[src/rtl/icache_linefill_ctrl.sv]
// Icache linefill return path: assembles downstream beats into a line and writes the dataram.
// Optional protocol checking (rxdat_last, txnid stability) under ICACHE_LINEFILL_PROTO_CHK_EN.
module icache_linefill_ctrl #(
    parameter int MSHR_ENTRY_NUM = 8,
    parameter int TXNID_WIDTH    = 3,
    parameter int BEAT_WIDTH     = 128,
    parameter int BEATS_PER_LINE = 4,
    parameter int INDEX_WIDTH    = 7,
    parameter int WAY_NUM        = 2
) (
    input  logic                                       clk,
    input  logic                                       rst_n,
    input  logic                                       rxdat_vld,
    output logic                                       rxdat_rdy,
    input  logic [BEAT_WIDTH-1:0]                      rxdat_data,
    input  logic [TXNID_WIDTH-1:0]                     rxdat_txnid,
    input  logic                                       rxdat_last,
    input  logic [MSHR_ENTRY_NUM*INDEX_WIDTH-1:0]      v_entry_index,
    input  logic [MSHR_ENTRY_NUM*$clog2(WAY_NUM)-1:0]  v_entry_way,
    output logic                                       dataram_wr_vld,
    input  logic                                       dataram_wr_rdy,
    output logic [INDEX_WIDTH-1:0]                     dataram_wr_index,
    output logic [$clog2(WAY_NUM)-1:0]                 dataram_wr_way,
    output logic [BEAT_WIDTH*BEATS_PER_LINE-1:0]       dataram_wr_data,
    output logic [MSHR_ENTRY_NUM-1:0]                  v_linefill_done,
    output logic                                       linefill_err
);

    localparam int WAY_W  = $clog2(WAY_NUM);
    localparam int CNT_W  = $clog2(BEATS_PER_LINE) + 1;
    localparam int LINE_W = BEAT_WIDTH * BEATS_PER_LINE;
    localparam logic [CNT_W-1:0] LAST_SLOT = CNT_W'(BEATS_PER_LINE - 1);
    localparam logic [TXNID_WIDTH:0] ENTRY_LIM = (TXNID_WIDTH + 1)'(MSHR_ENTRY_NUM);

    typedef enum logic [1:0] {IDLE, COLLECT, WRITE, DONE} state_t;

    state_t                   state;
    state_t                   state_nxt;
    logic [CNT_W-1:0]         cnt;
    logic [CNT_W-1:0]         cur_slot;
    logic [LINE_W-1:0]        line_buf;
    logic [TXNID_WIDTH-1:0]   txnid_q;
    logic [INDEX_WIDTH-1:0]   index_q;
    logic [INDEX_WIDTH-1:0]   lookup_index;
    logic [WAY_W-1:0]         way_q;
    logic [WAY_W-1:0]         lookup_way;
    logic                     err_q;
    logic                     accept;
    logic                     first_beat;
    logic                     txnid_oor;
    logic                     txnid_bad;
    logic                     last_bad;
    logic                     slot_last;
    logic                     beat_keep;
    logic                     err_set;

    assign accept     = rxdat_vld && rxdat_rdy;
    assign first_beat = accept && (state == IDLE);
    assign cur_slot   = (state == IDLE) ? '0 : cnt;
    assign slot_last  = (cur_slot == LAST_SLOT);
    assign txnid_oor  = {1'b0, rxdat_txnid} >= ENTRY_LIM;

`ifdef ICACHE_LINEFILL_PROTO_CHK_EN
    // A foreign txnid mid-line is consumed but never stored or counted.
    assign txnid_bad = (state == COLLECT) && (rxdat_txnid != txnid_q);
    assign last_bad  = (rxdat_last != slot_last);
`else
    logic unused_last;
    assign unused_last = rxdat_last;
    assign txnid_bad   = 1'b0;
    assign last_bad    = 1'b0;
`endif

    assign beat_keep = accept && !txnid_bad;
    assign err_set   = (first_beat && txnid_oor)
                     || (accept && txnid_bad)
                     || (beat_keep && last_bad);

    always_comb begin
        lookup_index = '0;
        lookup_way   = '0;
        for (int i = 0; i < MSHR_ENTRY_NUM; i++) begin
            if ({1'b0, rxdat_txnid} == (TXNID_WIDTH + 1)'(i)) begin
                lookup_index = v_entry_index[i*INDEX_WIDTH +: INDEX_WIDTH];
                lookup_way   = v_entry_way[i*WAY_W +: WAY_W];
            end
        end
    end

    always_ff @(posedge clk or negedge rst_n) begin
        if (!rst_n) begin
            state <= IDLE;
        end else begin
            state <= state_nxt;
        end
    end

    always_comb begin
        state_nxt = state;
        unique case (state)
            IDLE: begin
                if (accept) begin
                    state_nxt = (BEATS_PER_LINE == 1) ? WRITE : COLLECT;
                end
            end
            COLLECT: begin
                if (beat_keep && slot_last) begin
                    state_nxt = WRITE;
                end
            end
            WRITE: begin
                if (dataram_wr_rdy) begin
                    state_nxt = DONE;
                end
            end
            DONE: begin
                state_nxt = IDLE;
            end
            default: begin
                state_nxt = IDLE;
            end
        endcase
    end

    always_ff @(posedge clk or negedge rst_n) begin
        if (!rst_n) begin
            cnt      <= '0;
            line_buf <= '0;
            txnid_q  <= '0;
            index_q  <= '0;
            way_q    <= '0;
            err_q    <= 1'b0;
        end else begin
            // Index/way are captured once per line; later vector changes are ignored.
            if (first_beat) begin
                txnid_q <= rxdat_txnid;
                index_q <= lookup_index;
                way_q   <= lookup_way;
            end
            if (beat_keep) begin
                for (int k = 0; k < BEATS_PER_LINE; k++) begin
                    if (cur_slot == CNT_W'(k)) begin
                        line_buf[k*BEAT_WIDTH +: BEAT_WIDTH] <= rxdat_data;
                    end
                end
                if ((state == COLLECT) && slot_last) begin
                    cnt <= '0;
                end else begin
                    cnt <= cur_slot + 1'b1;
                end
            end
            if (err_set) begin
                err_q <= 1'b1;
            end
        end
    end

    always_comb begin
        rxdat_rdy        = (state == IDLE) || (state == COLLECT);
        dataram_wr_vld   = (state == WRITE);
        dataram_wr_index = index_q;
        dataram_wr_way   = way_q;
        dataram_wr_data  = line_buf;
        linefill_err     = err_q;
        v_linefill_done  = '0;
        for (int i = 0; i < MSHR_ENTRY_NUM; i++) begin
            v_linefill_done[i] = (state == DONE)
                && ({1'b0, txnid_q} == (TXNID_WIDTH + 1)'(i));
        end
    end

endmodule
[config.mk]
export PLATFORM = sky130hd
export DESIGN_NAME = icache_linefill_ctrl
export DESIGN_NICKNAME = d
export VERILOG_FILES = /design/src/rtl/icache_linefill_ctrl.sv
export SDC_FILE = /design/constraint.sdc
export NUM_CORES = 1
export LEC_CHECK = 0
export ABC_AREA = 0
export ABC_CLOCK_PERIOD_IN_PS = 3200
export CAP_MARGIN = 10
export CELL_PAD_IN_SITES_DETAIL_PLACEMENT = 0
export CELL_PAD_IN_SITES_GLOBAL_PLACEMENT = 1
export CORE_AREA = 2 2 286 288
export CTS_BUF_LIST = sky130_fd_sc_hd__clkbuf_4
export DETAILED_ROUTE_END_ITERATION = 7
export DIE_AREA = 0 0 288 290
export PLACE_DENSITY = 0.66
export SETUP_SLACK_MARGIN = 0.2
export SLEW_MARGIN = 20
export SYNTH_ARGS = -nofsm -noshare
export SYNTH_HDL_FRONTEND = slang
export SYNTH_SLANG_ARGS = --single-unit
[constraint.sdc]
create_clock -name clk -period 3.2 [get_ports clk]
set_clock_uncertainty 0.05 [all_clocks]
set_input_delay 0.64 -clock clk [delete_from_list [all_inputs] [get_ports clk]]
set_output_delay 0.64 -clock clk [all_outputs]
set_load 0.03 [all_outputs]
==> metrics.cfg, run 1 <==
[outcome]
status = completed

[grt]
grt_pass1_wl_mm = 102.6
grt_max_degree = 86
antenna_found_initial = 4
grt_pass1_vias = 15878
grt_usage_pct = 16.19
gr-total-overflow = 0

[setup_path]
critPathRequiredTime_ps = 2510
crit_family = flip-flops
reg2reg_depth = 8
r2r_start = state[0]
critPathBufInv = 2
crit_type = flop to primary output
r2r_slack_ps = 630
crit_path_max_incr_delay_ps = 400
cp-start-kind = flop
worst_path_max_delay_cell = dfrtp_1
arrival_ps = 2150
crit_start = state[0]
end_kind = primary output
cp_max_fo = 12
path_cells = inv_1 > ha_4 > or2_2 > buf_2
r2r-end = dataram_wr_data[270]

[power_and_ir_drop]
p_switching_mw = 16.15
pwr-share-seq_pct = 30.1
swShare_pct = 40.64
power.density_nw_per_um2 = 1228
leakage_nw = 15.09
combPwrFrac_pct = 54.1
pwr-share-clk_pct = 15.8
intPower_mw = 23.59
ir_worst_vdd_v = 0.0005428

[finish]
instances_no_fill = 3314
areaGrowthSynthToFinish_pct = 47.85
fin_util_pct = 40.39
fill_cells = 7518
drive_gt1_share_pct = 33.56
nets = 2350

[timing]
tightest_slew_ps = 800.8
max_freq_mhz = 352.0
timing.setup.tns_ps = 0
fin_crit_ps = 2841
finalHoldViolations = 0
setup_viol = 0
holdWs_ps = 290.9
slew_viol_final = 0
setup_ws_ps = 359.0
slew_headroom_pct = 46.61
rsz0062_at_grt = true
min_period_over_period_pct = 88.78

[routing]
drc = 0
viasPerCell = 4.328
drt-total-wl_mm = 68.28
vias = 14343
firstDrtPassIters = 4
wl_per_cell_um = 20.60
ant_nets = 0
drt-initial-drc-count = 462

[synthesis]
ys_seq_elements = 528
synth-seq-area-share_pct = 60.35
syn_avg_cell_area_sq_um = 17.15
yosysUniqueCellTypes = 47
synthFlopType = dfrtp_1
postSynthCellCount = 1277
syn_area_sq_um = 21890
synthArstFlopShare_pct = 100.0
yosysWarnings = 0
synth_edf_count = 0
synth.net_count = 1485

[placed_design]
portBuffers = 728
place_hpwl_mm = 49.62
dp_cells = 3046
place_ws_ps = 466.8
routabilityCongestion = 0.8680

[worst_hold_path]
hp-start = v_entry_index[51]
min_path_type = input port to flop
whs_endpoint = dataram_wr_index[2]
hold_depth = 3

[cts]
clkTransAtPathRegs_ps = 60
cts.htree.levels = 4
clkLatencyLatePin_ps = 920
cts_tree = built
post_cts_buffers = 0
cts_max_path_buffers = 3
cts-root-buf = clkbuf_4
cts.sinks = 528
numCtsBuffers = 153

[flow_run]
drv_cap = 0

[die]
fp.dieArea_sq_um = 83520
coreArea_sq_um = 80160
dieWidth_um = 288
start_util_pct = 27.31
die_h_um = 290
io_pins = 731
rows = 104

metal layers:
metal  vias up  share of wire, %  track usage, %
met5         -                 0               0
met4         0               4.3           8.290
met3       157               8.0           5.778
met2       621                51           27.83
met1      7199                37           17.42
li1       6366                 -               -
power groups by stage:
stage	Clock, mW	Combinational, mW	Sequential, mW
global placement	0	21.5	11.9
CTS	6.61	21.7	12.0
floorplan	0	6.08	18.3
detailed placement	0	21.7	12.0
finish	6.30	21.5	12.0
global route	7.01	22.4	12.4
worst reg2reg max path: cells and delay by family (launching register included):
kind,cells,cell delay [ps]
DFF,1,400
adders and majority gates,2,500
buffers and inverters,3,600
muxes,1,400
and+or+nand+nor,2,480
cell usage after synthesis, types with 8 or more instances:
cell type	number	area, sq um
a21oi_1	14	70.07
buf_4	12	90.09
buf_6	12	135.1
buf_8	30	450.4
clkbuf_1	11	41.29
dfrtp_1	528	13210
ha_1	8	100.1
inv_1	10	37.54
mux2_1	61	686.9
mux2_2	152	1712
mux2_4	300	4504
nand2_1	20	75.07
nor2_1	14	52.55
o21ai_0	18	90.09
o22ai_1	8	50.05
cells by family after synthesis:
family          Yosys count  share of synthesized area, %
fa+ha+maj                 8                        0.4572
mux                     520                         31.85
simple gates             67                         1.606
compound gates           70                         2.103
other cells               1                       0.01713
flops                   528                         60.35
buf+inv                  83                         3.623
final cells by class:
class | instances | area [sq um] | area share [%]
multi-input cells | 666 | 7954 | 24.57
diodes | 4 | 10.01 | 0.03092
well taps | 1060 | 1326 | 4.097
flip-flops and latches | 528 | 13210 | 40.81
inverters | 11 | 41.29 | 0.1275
repair buffers | 782 | 7919 | 24.46
clock inverters | 49 | 302.8 | 0.9353
clock buffers | 214 | 1607 | 4.963
worst max path at each step:
stage | slack [ps] | end | cells past startpoint
floorplan | 960 | state[1] | 8
global placement | 480 | dataram_wr_data[142] | 5
detailed placement | 470 | dataram_wr_data[222] | 5
CTS | -50 | rxdat_rdy | 4
global route | 140 | rxdat_rdy | 4
finish | 360 | rxdat_rdy | 4
placed cells by master, fill, tap and decap left out, types with 4 or more instances in the layout:
| cell | instances |
|---|---|
| nor2b_1 | 4 |
| and4_1 | 4 |
| ha_1 | 6 |
| diode_2 | 4 |
| a22oi_1 | 4 |
| inv_1 | 10 |
| nand3b_1 | 4 |
| a211oi_1 | 4 |
| dfrtp_1 | 528 |
| o31ai_1 | 5 |
| nand2_1 | 20 |
| o22ai_1 | 8 |
| buf_2 | 8 |
| mux2_4 | 300 |
| mux2_1 | 61 |
| clkdlybuf4s50_1 | 717 |
| nor2_1 | 14 |
| clkbuf_4 | 214 |
| mux2i_1 | 7 |
| o21ai_0 | 18 |
| mux2_2 | 152 |
| nand2b_1 | 7 |
| buf_12 | 21 |
| clkinv_1 | 34 |
| buf_4 | 32 |
| a21oi_1 | 14 |
per-stage QoR:
step | instance area [sq um] | power, mW
floorplan | 21890 | 24.42
CTS | 32380 | 40.33
detailed placement | 30470 | 33.71
finish | 32370 | 39.75
global route | 32370 | 41.74
global placement | 30470 | 33.41
state kept, by name (all words and copies together) (netlist names):
register / count
dataram_wr_way: 1
cnt: 3
txnid_q: 3
dataram_wr_data: 512
dataram_wr_index: 7
state: 2
repair_timing:
action | 4_1_cts | 5_1_grt
hold buffers | 1 | 0
hold endpoints to repair | 69 | 0
endpoints found under the setup margin | 10 | 6
resized for setup | 35 | 15
No activity file was read; power rests on OpenSTA's default activity.
==> run 2: changes to the inputs <==
- CELL_PAD_IN_SITES_DETAIL_PLACEMENT: 0 -> not set
- CELL_PAD_IN_SITES_GLOBAL_PLACEMENT: 1 -> not set
- CORE_AREA: 2 2 286 288 -> 2 2 282 284
- DIE_AREA: 0 0 288 290 -> 0 0 284 286
- PLACE_DENSITY: 0.66 -> 0.58
==> run 2 against run 1 <==
Combinational power about the same. Final area about the same. Core utilization rose by 0.95 points. Wire length grew 0.23%. First-iteration DRC count rose by 14%. Critical path depth is the same. Largest cell class unchanged. Clock-buffer cell count grew 2.
==> metrics.cfg, run 2 (synthesis gave the netlist of run 1 again) <==
[outcome]
status = completed

[setup_path]
r2r_slack_ps = 560
cp-start-kind = flop
arrival_ps = 2180
cp_max_fo = 12
critPathRequiredTime_ps = 2510
reg2reg_depth = 8
end_kind = primary output
crit_type = flop to primary output

[timing]
min_period_over_period_pct = 89.59
slew_viol_final = 0
fin_crit_ps = 2867
setup_viol = 0
slew_headroom_pct = 46.10
tightest_slew_ps = 798.3
finalHoldViolations = 0
max_freq_mhz = 348.8
holdWs_ps = 220.2
rsz0062_at_grt = true

[placed_design]
placed_area_sq_um = 30490
routabilityCongestion = 0.8768
portBuffers = 728
place_hpwl_mm = 49.45

[cts]
post_cts_buffers = 0
cts_tree = built
clkLatencyLatePin_ps = 930
cts.htree.levels = 4
cts.sinks = 528
numCtsBuffers = 149
cts-root-buf = clkbuf_4
cts_max_path_buffers = 3
clkTransAtPathRegs_ps = 70

[routing]
vias = 14315
viasPerCell = 4.341
ant_nets = 0
firstDrtPassIters = 5
drt-initial-drc-count = 527
drt-total-wl_mm = 68.43
drc = 0
wl_per_cell_um = 20.75

[finish]
post-route-cell-area_sq_um = 32390
nets = 2347
drive_gt1_share_pct = 34.02
layout_commonest_cell = clkdlybuf4s50_1
final_cell_mix = clkdlybuf4s50_1 (716), dfrtp_1 (528), mux2_4 (300)
largest_reg_flops = 512
areaGrowthSynthToFinish_pct = 47.95

[grt]
grt_pass1_wl_mm = 103.0
grt_max_degree = 65
gr-total-overflow = 0
grtUsageMet2_pct = 28.44
met3_usage_pct = 6.419
grt_usage_pct = 16.67
met1_usage_pct = 18.23
antenna_found_initial = 4
top_usage_layer = met2
grt_pass1_vias = 15972

[die]
dieWidth_um = 284
fp.dieArea_sq_um = 81220
start_util_pct = 27.94
coreArea_sq_um = 78360
rows = 103
io_pins = 731
die_h_um = 286

[power_and_ir_drop]
pwr-share-clk_pct = 15.9
combPwrFrac_pct = 54.0
power_mw = 39.75
leakage_nw = 15.10
p_switching_mw = 16.13
intPower_mw = 23.62
power.density_nw_per_um2 = 1227
ir_worst_vdd_v = 0.0006164
swShare_pct = 40.58
pwr-share-seq_pct = 30.1

[flow_run]
drv_cap = 0

[worst_hold_path]
min_path_type = input port to async pin

-- run 2: changes by cell type in the layout (fill, tap and decap cells not counted), moves of 2 or more --
cell	change
inv_6	+2
buf_2	-2
clkinv_2	+2
clkinv_1	-15
clkbuf_4	+2
buf_12	+2
diode_2	+4
-- run 2: metrics by stage --
| stage | std cells | TNS, ps | setup WS, ps | util (%) |
|---|---|---|---|---|
| after floorplan | 1277 | 0 | 962.9 | - |
| after global placement | 3037 | 0 | 498.7 | 38.91 |
| after detailed placement | 3037 | 0 | 447.3 | 38.91 |
| after CTS | 3290 | -9.165 | -9.165 | 41.33 |
| after global routing | 3298 | 0 | 120.7 | 41.34 |
| final | 3298 | 0 | 333.1 | 41.34 |
-- run 2: repair_timing --
action / in CTS / in global routing
hold endpoints to repair: 196 / 0
hold buffers: 1 / 0
gates resized for setup: 43 / 11
setup endpoints to repair: 11 / 7
-- run 2: worst paths after layout --
check                                      from                    to
setup / recovery                       state[0]             rxdat_rdy
hold / removal                            rst_n  dataram_wr_data[396]
setup reg to reg                       state[0]  dataram_wr_data[261]
hold reg to reg            dataram_wr_data[113]  dataram_wr_data[113]
max in group asynchronous                 rst_n   dataram_wr_data[37]
min in group clk              v_entry_index[53]   dataram_wr_index[4]
-- run 2: layout make-up --
class	count	area, sq um
Timing Repair Buffer	783	7958
Sequential cell	528	13210
Clock buffer	216	1622
Clock inverter	36	261.5
Tap cell	1050	1314
Multi-Input combinational cell	666	7964
Antenna cell	8	20.02
Inverter	11	41.29
Fill cell	7335	45960
-- run 2: critical path, cell delays in order (launching register included) --
cell,delay (ps)
dfrtp_1,400
inv_1,110
ha_4,220
or2_2,310
buf_2,200
-- run 2: power by group through the flow --
stage	registers, mW	clock network, mW	logic, mW
6_report	12.0	6.30	21.5
5_1_grt	12.4	7.00	22.3
4_1_cts	12.0	6.63	21.7
3_5_place_dp	12.0	0	21.7
3_3_place_gp	11.9	0	21.5
2_1_floorplan	18.3	0	6.08
-- run 2: per-layer routing --
layer	share of wire (%)	vias to the layer above
li1	-	6364
met1	37	7189
met2	51	608
met3	8.1	150
met4	4.0	4
met5	0.041	-
==> run 3: changes to the inputs <==
- CTS_CLUSTER_SIZE: not set -> 8
- SETUP_SLACK_MARGIN: 0.2 -> not set
==> run 3 against run 2 <==
Sequential cell count unchanged. Final area increased by 0.10%. Via count about the same. Combinational power about the same. Maximum frequency decreased by 3.2%. First-iteration DRC count decreased by 12%. Global-route usage about the same. Register-to-register slack about the same. Largest cell class unchanged.
==> metrics.cfg, run 3 (synthesis gave the netlist of run 1 again) <==
[outcome]
status = completed

[power_and_ir_drop]
power.density_nw_per_um2 = 1228
leakage_nw = 15.14
ir_worst_vdd_v = 0.0006166

[die]
fp.dieArea_sq_um = 81220
io_pins = 731
dieWidth_um = 284
rows = 103
die_h_um = 286
coreArea_sq_um = 78360
start_util_pct = 27.94

[setup_path]
crit_family = buffers and inverters
critPathBufInv = 1
end_kind = primary output
crit_type = flop to primary output
crit_cells = 4
worst_path_max_delay_cell = dlygate4sd2_1
crit_path_max_incr_delay_ps = 430
critPathRequiredTime_ps = 2510
cp-start-kind = flop
cp_max_fo = 4
path_cells = ha_1 > nand2b_1 > nor2_1 > dlygate4sd2_1
reg2reg_depth = 8
arrival_ps = 2270

[timing]
slew_headroom_pct = 46.39
fin_crit_ps = 2962
tightest_slew_ps = 794.1
timing.setup.tns_ps = 0
setup_viol = 0
slew_viol_final = 0
min_period_over_period_pct = 92.56
rsz0062_at_grt = false
max_freq_mhz = 337.6
finalHoldViolations = 0

[placed_design]
place_hpwl_mm = 49.45
placed_area_sq_um = 30490
routabilityCongestion = 0.8768
portBuffers = 728

[routing]
firstDrtPassIters = 4
drc = 0
viasPerCell = 4.337
drt-initial-drc-count = 466
vias = 14324
wl_met2_mm = 34.63
wl_per_cell_um = 20.72
drt-total-wl_mm = 68.45
ant_nets = 0
wl_met3_mm = 5.488
top_layer_used = met5
routedLengthMet1_mm = 25.68

[finish]
areaGrowthSynthToFinish_pct = 48.09
nets = 2348
fill_cells = 7339
drive_gt1_share_pct = 33.62
post-route-cell-area_sq_um = 32420
layout_commonest_cell = clkdlybuf4s50_1
final_cell_mix = clkdlybuf4s50_1 (717), dfrtp_1 (528), mux2_4 (300)
largest_reg_flops = 512

[cts]
cts.sinks = 528
numCtsBuffers = 150
cts.htree.levels = 4
cts_max_path_buffers = 3
clkLatencyLatePin_ps = 900
cts-root-buf = clkbuf_4
clkTransAtPathRegs_ps = 60
cts_tree = built

[grt]
grt_usage_pct = 16.66
grt_pass1_wl_mm = 102.9
gr-total-overflow = 0
grt_pass1_vias = 15974
grt_max_degree = 65
antenna_found_initial = 4

[worst_hold_path]
min_path_type = input port to async pin

[flow_run]
drv_cap = 0

[run 3: final timing paths]
check                                     startpoint              endpoint  slack (ps)
worst max-delay path                        state[0]    v_linefill_done[2]         240
worst min-delay path                           rst_n  dataram_wr_data[234]         230
worst max register to register              state[0]  dataram_wr_data[261]         560
worst min register to register  dataram_wr_data[113]  dataram_wr_data[113]         440
max in group asynchronous                      rst_n   dataram_wr_data[37]        1890
min in group clk                   v_entry_index[53]   dataram_wr_index[4]         270
[run 3: layer usage]
metal	global-route usage, %	vias to the layer above
met1	18.22	7211
met5	0	-
met3	6.459	144
met4	7.987	4
met2	28.40	598
li1	-	6367
[run 3: final cells by class]
type	count	area [sq um]	share of cell area, %
Sequential cell	528	13210	40.75
Timing Repair Buffer	783	7975	24.60
Multi-Input combinational cell	666	7941	24.49
Clock buffer	221	1659	5.117
Tap cell	1050	1314	4.052
Clock inverter	37	264.0	0.8142
Inverter	11	41.29	0.1273
Antenna cell	7	17.52	0.05402
[run 3: stage by stage]
| step | util (%) | total power, mW | hold slack [ps] | setup WS, ps | instances |
|---|---|---|---|---|---|
| 6_report | 41.38 | 39.80 | 227.4 | 238.0 | 3303 |
| 5_1_grt | 41.38 | 41.69 | 114.4 | 38.56 | 3303 |
| 4_1_cts | 41.37 | 40.38 | 66.35 | -65.32 | 3296 |
| 3_5_place_dp | 38.91 | 33.67 | 430.0 | 447.3 | 3037 |
| 3_3_place_gp | 38.91 | 33.39 | 423.5 | 498.7 | 3037 |
| 2_1_floorplan | - | 24.42 | 294.4 | 962.9 | 1277 |
[run 3: timing repair]
item / CTS / global route
endpoints found under the setup margin: 10 / 2
buffers inserted: 0 / 0
hold buffers: 1 / 0
endpoints found under the hold margin: 196 / 0
resized for setup: 11 / 5
[run 3: power breakdown]
part           switching [mW]  internal (mW)  leakage, nW
logic                    11.2           10.2         7.53
registers                1.92           10.0         6.48
clock network            2.98           3.41         1.14
